## src/rtl/demux_rd_perifericos.sv

```systemverilog
// Read-return path of the peripheral bus: strobes the selected peripheral's read
// enable, waits for its data (fixed latency or RDY handshake with timeout), returns it with DV.
module demux_rd_perifericos #(
  parameter int          DATA_W    = 32,
  parameter int          TIMEOUT   = 16,
  parameter logic [31:0] ERR_VALUE = 32'hDEAD_BEEF
) (
  input  logic              clk,
  input  logic              rst_n,
  input  logic [2:0]        SEL,
  input  logic              RE_procesador,
  input  logic [DATA_W-1:0] DO_ADC_control,
  input  logic [DATA_W-1:0] DO_Teclado,
  input  logic [DATA_W-1:0] DO_siete_segmentos,
  input  logic [DATA_W-1:0] DO_LEDs,
  input  logic [DATA_W-1:0] DO_Switches,
  input  logic [DATA_W-1:0] DO_Timer,
  input  logic              RDY_ADC,
  input  logic              RDY_Teclado,
  output logic              RE_ADC_control,
  output logic              RE_Teclado,
  output logic              RE_siete_segmentos,
  output logic              RE_LEDs,
  output logic              RE_Switches,
  output logic              RE_Timer,
  output logic [DATA_W-1:0] DO_procesador,
  output logic              DV_procesador,
  output logic              ERR_procesador,
  output logic              BUSY
);

  typedef enum logic [1:0] {ST_IDLE, ST_STROBE, ST_WAIT, ST_DONE} state_t;

  localparam logic [2:0] SEL_ADC  = 3'd0;
  localparam logic [2:0] SEL_TEC  = 3'd2;
  localparam logic [2:0] SEL_7SEG = 3'd3;
  localparam logic [2:0] SEL_LED  = 3'd4;
  localparam logic [2:0] SEL_SW   = 3'd5;
  localparam logic [2:0] SEL_TMR  = 3'd6;

  // Counter value seen on the last allowed WAIT edge (it counts edges already missed).
  localparam logic [7:0]        CNT_LAST = 8'(TIMEOUT - 1);
  localparam logic [DATA_W-1:0] ERR_DATA = DATA_W'(ERR_VALUE);

  state_t            state, state_d;
  logic [2:0]        sel_q, sel_d;
  logic [7:0]        cnt, cnt_d;
  logic [DATA_W-1:0] do_d;
  logic              err_d;

  logic [DATA_W-1:0] rd_data;
  logic              rd_rdy;
  logic              rd_hs;
  logic              rd_mapped;

  always_comb begin
    rd_data   = '0;
    rd_rdy    = 1'b0;
    rd_hs     = 1'b0;
    rd_mapped = 1'b1;
    case (sel_q)
      SEL_ADC:  begin rd_data = DO_ADC_control; rd_rdy = RDY_ADC;     rd_hs = 1'b1; end
      SEL_TEC:  begin rd_data = DO_Teclado;     rd_rdy = RDY_Teclado; rd_hs = 1'b1; end
      SEL_7SEG: rd_data = DO_siete_segmentos;
      SEL_LED:  rd_data = DO_LEDs;
      SEL_SW:   rd_data = DO_Switches;
      SEL_TMR:  rd_data = DO_Timer;
      default:  rd_mapped = 1'b0;
    endcase
  end

  always_comb begin
    state_d = state;
    sel_d   = sel_q;
    cnt_d   = cnt;
    do_d    = DO_procesador;
    err_d   = ERR_procesador;
    case (state)
      ST_IDLE: begin
        if (RE_procesador) begin
          sel_d   = SEL;
          cnt_d   = '0;
          state_d = ST_STROBE;
        end
      end
      ST_STROBE: state_d = ST_WAIT;
      ST_WAIT: begin
        if (!rd_mapped) begin
          do_d    = '0;
          err_d   = 1'b1;
          state_d = ST_DONE;
        end else if (!rd_hs || rd_rdy) begin
          // RDY on the timeout edge still counts as a normal capture.
          do_d    = rd_data;
          err_d   = 1'b0;
          state_d = ST_DONE;
        end else if (cnt == CNT_LAST) begin
          do_d    = ERR_DATA;
          err_d   = 1'b1;
          state_d = ST_DONE;
        end else begin
          cnt_d = cnt + 8'd1;
        end
      end
      ST_DONE: state_d = ST_IDLE;
      default: state_d = ST_IDLE;
    endcase
  end

  always_ff @(posedge clk or negedge rst_n) begin
    if (!rst_n) begin
      state          <= ST_IDLE;
      sel_q          <= '0;
      cnt            <= '0;
      DO_procesador  <= '0;
      ERR_procesador <= 1'b0;
    end else begin
      state          <= state_d;
      sel_q          <= sel_d;
      cnt            <= cnt_d;
      DO_procesador  <= do_d;
      ERR_procesador <= err_d;
    end
  end

  // Strobes, DV and BUSY decode registered state only, so they are glitch-free one-cycle pulses.
  assign RE_ADC_control     = (state == ST_STROBE) && (sel_q == SEL_ADC);
  assign RE_Teclado         = (state == ST_STROBE) && (sel_q == SEL_TEC);
  assign RE_siete_segmentos = (state == ST_STROBE) && (sel_q == SEL_7SEG);
  assign RE_LEDs            = (state == ST_STROBE) && (sel_q == SEL_LED);
  assign RE_Switches        = (state == ST_STROBE) && (sel_q == SEL_SW);
  assign RE_Timer           = (state == ST_STROBE) && (sel_q == SEL_TMR);
  assign DV_procesador      = (state == ST_DONE);
  assign BUSY               = (state != ST_IDLE);

endmodule

```

## config.mk

```make
export PLATFORM = sky130hd
export DESIGN_NAME = demux_rd_perifericos
export DESIGN_NICKNAME = d
export VERILOG_FILES = /design/src/rtl/demux_rd_perifericos.sv
export SDC_FILE = /design/constraint.sdc
export NUM_CORES = 1
export LEC_CHECK = 0
export CORE_ASPECT_RATIO = 1.75
export CORE_UTILIZATION = 35
export DETAILED_ROUTE_END_ITERATION = 6
export PLACE_DENSITY = 0.77
export SYNTH_ARGS = -nofsm -noshare
export SYNTH_HDL_FRONTEND = slang
export SYNTH_SLANG_ARGS = --single-unit
```

## constraint.sdc

```tcl
create_clock -name clk -period 2.4 [get_ports clk]
set_input_delay 0.48 -clock clk [delete_from_list [all_inputs] [get_ports clk]]
set_output_delay 0.48 -clock clk [all_outputs]
set_load 0.01 [all_outputs]
```

==> results.cfg <==
[run_status]
outcome = complete, no violations

[logic_synthesis]
yosysWarnings = 0
synth_nets = 594
seq_area_frac_synth_pct = 30.73
ys_types = 50
synthTopCellsByArea = dfrtp_1 (31%), o2bb2ai_1 (7.2%), mux2i_1 (7.2%), mux4_2 (6.6%), nand4b_1 (3.3%)
synth.avg_cell_area_um2 = 9.655
synth.largest_area_cell = dfrtp_1
syn_inst = 388
ys_ff_latch = 46
yosys.area.top_type_share_pct = 30.73
syn_area_um2 = 3746

[clock_tree]
ctsResizeCount = 0
clock_sinks = 46
cts_tree = done
root_buffer = clkbuf_16
clock_latency_ns = 0.28
clock_path_buffers = 2
clk_pin_slew_ns = 0.06
postCtsSetupRepairBufs = 0
htree_levels = 2
hold_buffers = 0
cts_buffers = 5

[critical_path]
r2r-end = DO_procesador[9]$_DFFE_PN0P_
start_kind = register
rrSetupSlack_ns = 0.26
cp.depth = 3
cp.arrival_ns = 1.75
end_kind = output pin
crit_required_ns = 1.92
crit_fanout = 9
crit_chain = nand2b_2, nor2_1, clkdlybuf4s50_1
reg2reg_from = cnt[4]$_DFFE_PN0P_
cp-startpoint = sel_q[0]$_DFFE_PN0P_
path_buf_inv = 1
ff2ff_path_depth = 5
cpPeakStageDelay_ns = 0.57
critical_path_class = register to output pin
path_delay_family = buffers and inverters
critical-path-slowest-cell = clkdlybuf4s50_1
crit_end = RE_Teclado

[floorplanning]
die-area_um2 = 11140
design.core.area_um2 = 10360
die_h_um = 138.9
ios = 241
die_w_um = 80.21
rows = 49
start_util_pct = 36.16

[power]
power_leakage_nw = 2.588
powerDensity_nw_per_um2 = 1045
worst_ir_drop_vdd_mv = 0.7678

[place]
io_buffers = 240
hpwl_um = 12330
routabilityCongestion = 0.8849
dpl_cell_area_um2 = 6305
pre_cts_ws_ns = 0.2243

[sta]
timing.slew.headroom_pct = 66.01
setup_viol_count_final = 0
layout_min_cycle_time_ns = 2.231
fin_ws_ns = 0.1686
period_share_pct = 92.98
fin_worst_skew_ns = 0.003674
clock.fmax_ghz = 0.4481
hold_violations = 0
drv_slew = 0
tightestPinTransition_ns = 0.5099
holdWs_ns = 0.1534
rsz0062_at_grt = no
tns_ns = 0

[finish]
area_growth_syn_to_layout_pct = 73.15
n_antenna_cell = 0
fin_area_um2 = 6486
utilization_pct = 62.60
finalNetCount = 824
drive_above_1_share_pct = 10.66

[route]
ant_nets = 0
first_pass_iters = 6
route.detailed.drc = 0
viasPerCell = 5.685
first_iter_violations = 253
wl_per_cell_um = 20.68
drt_wl_total_um = 15430
vias = 4241

[worst_hold_path]
hold_class = input pin to async pin

[grt]
antenna_found_initial = 0
grt_pass1_vias = 4452
grt_usage_pct = 28.03
grt_max_degree = 47
grt_pass1_wl_um = 24000
grt-ovfl-total = 0

[job]
maxCapViolCount = 0
logic make-up after synthesis:
family	after synthesis	share of synthesized area [%]
multiplexers	50	17.54
AO/OA/AOI/OAI	127	26.95
buffers and inverters	47	5.544
flip-flops	46	30.73
adder cells (fa/ha/maj)	6	2.004
AND/OR/NAND/NOR	112	17.23
worst min-delay path by stage:
stage / start / end / slack (ns)
2_1_floorplan: rst_n / DO_procesador[0]$_DFFE_PN0P_ / 0.18
3_3_place_gp: rst_n / state[0]$_DFFE_PN0P_ / 0.45
3_5_place_dp: DO_procesador[31]$_DFFE_PN0P_ / DO_procesador[31]$_DFFE_PN0P_ / 0.47
4_1_cts: rst_n / state[0]$_DFFE_PN0P_ / 0.17
5_1_grt: rst_n / state[0]$_DFFE_PN0P_ / 0.20
6_report: rst_n / state[0]$_DFFE_PN0P_ / 0.15
synth_stat cells (all sizes together):
library cell,n
nand4,3
a211oi,11
nor4,6
o211a,1
a32o,1
nor3,5
o22ai,2
o31a,2
or4,2
a21oi,15
o211ai,11
dfrtp,46
a22o,13
nand3b,3
nor3b,2
clkbuf,15
clkinv,1
a22oi,3
o21ai,7
a211o,2
a221oi,8
mux2i,27
nand2,17
buf,23
ha,6
and2,6
nand4b,14
o221ai,2
a221o,8
and4,1
nand3,11
o32a,1
or3b,5
o2bb2ai,31
mux4,11
o31ai,3
nor2,24
mux2,12
inv,8
a31oi,6
nand2b,5
and3,2
nor2b,6
flip-flops by register name, summed over array words and instances, names as in the netlist:
| name | flops |
|---|---|
| ERR_procesador | 1 |
| sel_q | 3 |
| state | 2 |
| cnt | 8 |
| DO_procesador | 32 |
area by class of cell:
cell class	count	area [um^2]
Inverter	9	33.78
Multi-Input combinational cell	295	2392
Clock buffer	6	128.9
Timing Repair Buffer	261	2580
Clock inverter	2	37.54
Fill cell	853	3875
Tap cell	127	158.9
Sequential cell	46	1155
stage by stage:
stage / std cells / power (mW)
4_1_cts: 746 / 6.788
5_1_grt: 746 / 7.224
6_report: 746 / 6.776
3_3_place_gp: 738 / 5.891
3_5_place_dp: 738 / 5.987
2_1_floorplan: 388 / 4.171
power breakdown:
| part | switching (mW) | total [mW] | internal (mW) |
|---|---|---|---|
| clock network | 0.291 | 0.783 | 0.492 |
| logic | 2.36 | 4.62 | 2.26 |
| registers | 0.278 | 1.37 | 1.09 |
layer usage:
metal,share of wire [%],GRT usage (%),vias to the layer above
li1,-,-,1999
met2,54,51.51,183
met1,37,32.05,2030
met5,0,0,-
met4,2.8,9.586,0
met3,6.5,4.145,29
worst reg2reg max path, cell delays in order, from the launching register on:
cell and delay (ns):
dfrtp_1 0.43, or4_4 0.59, o211ai_4 0.27, nand2_2 0.31, buf_4 0.28, o2bb2ai_1 0.14
cell usage in the layout, fill, tap and decap left out, types with 3 or more instances in the layout:
master / instances
nor2_1: 24
a31oi_1: 6
nand2_1: 15
dlymetal6s2s_1: 5
a221oi_1: 8
mux4_2: 11
or3b_2: 5
a221o_1: 8
nor2b_1: 5
dfrtp_1: 43
o21ai_0: 7
ha_1: 6
nand4b_1: 14
buf_4: 20
nor4_1: 6
o211ai_1: 10
and2_1: 6
o31ai_1: 3
a21oi_1: 15
nor3_1: 5
mux2_2: 10
o2bb2ai_1: 31
nand3_1: 11
nand3b_1: 3
mux2i_1: 27
a22o_1: 13
dfrtp_2: 3
clkbuf_16: 5
a22oi_1: 3
clkdlybuf4s50_1: 234
nand4_1: 3
a211oi_1: 11
nand2b_1: 4
inv_1: 8
Note: power is estimated with default switching activity, not from simulation.
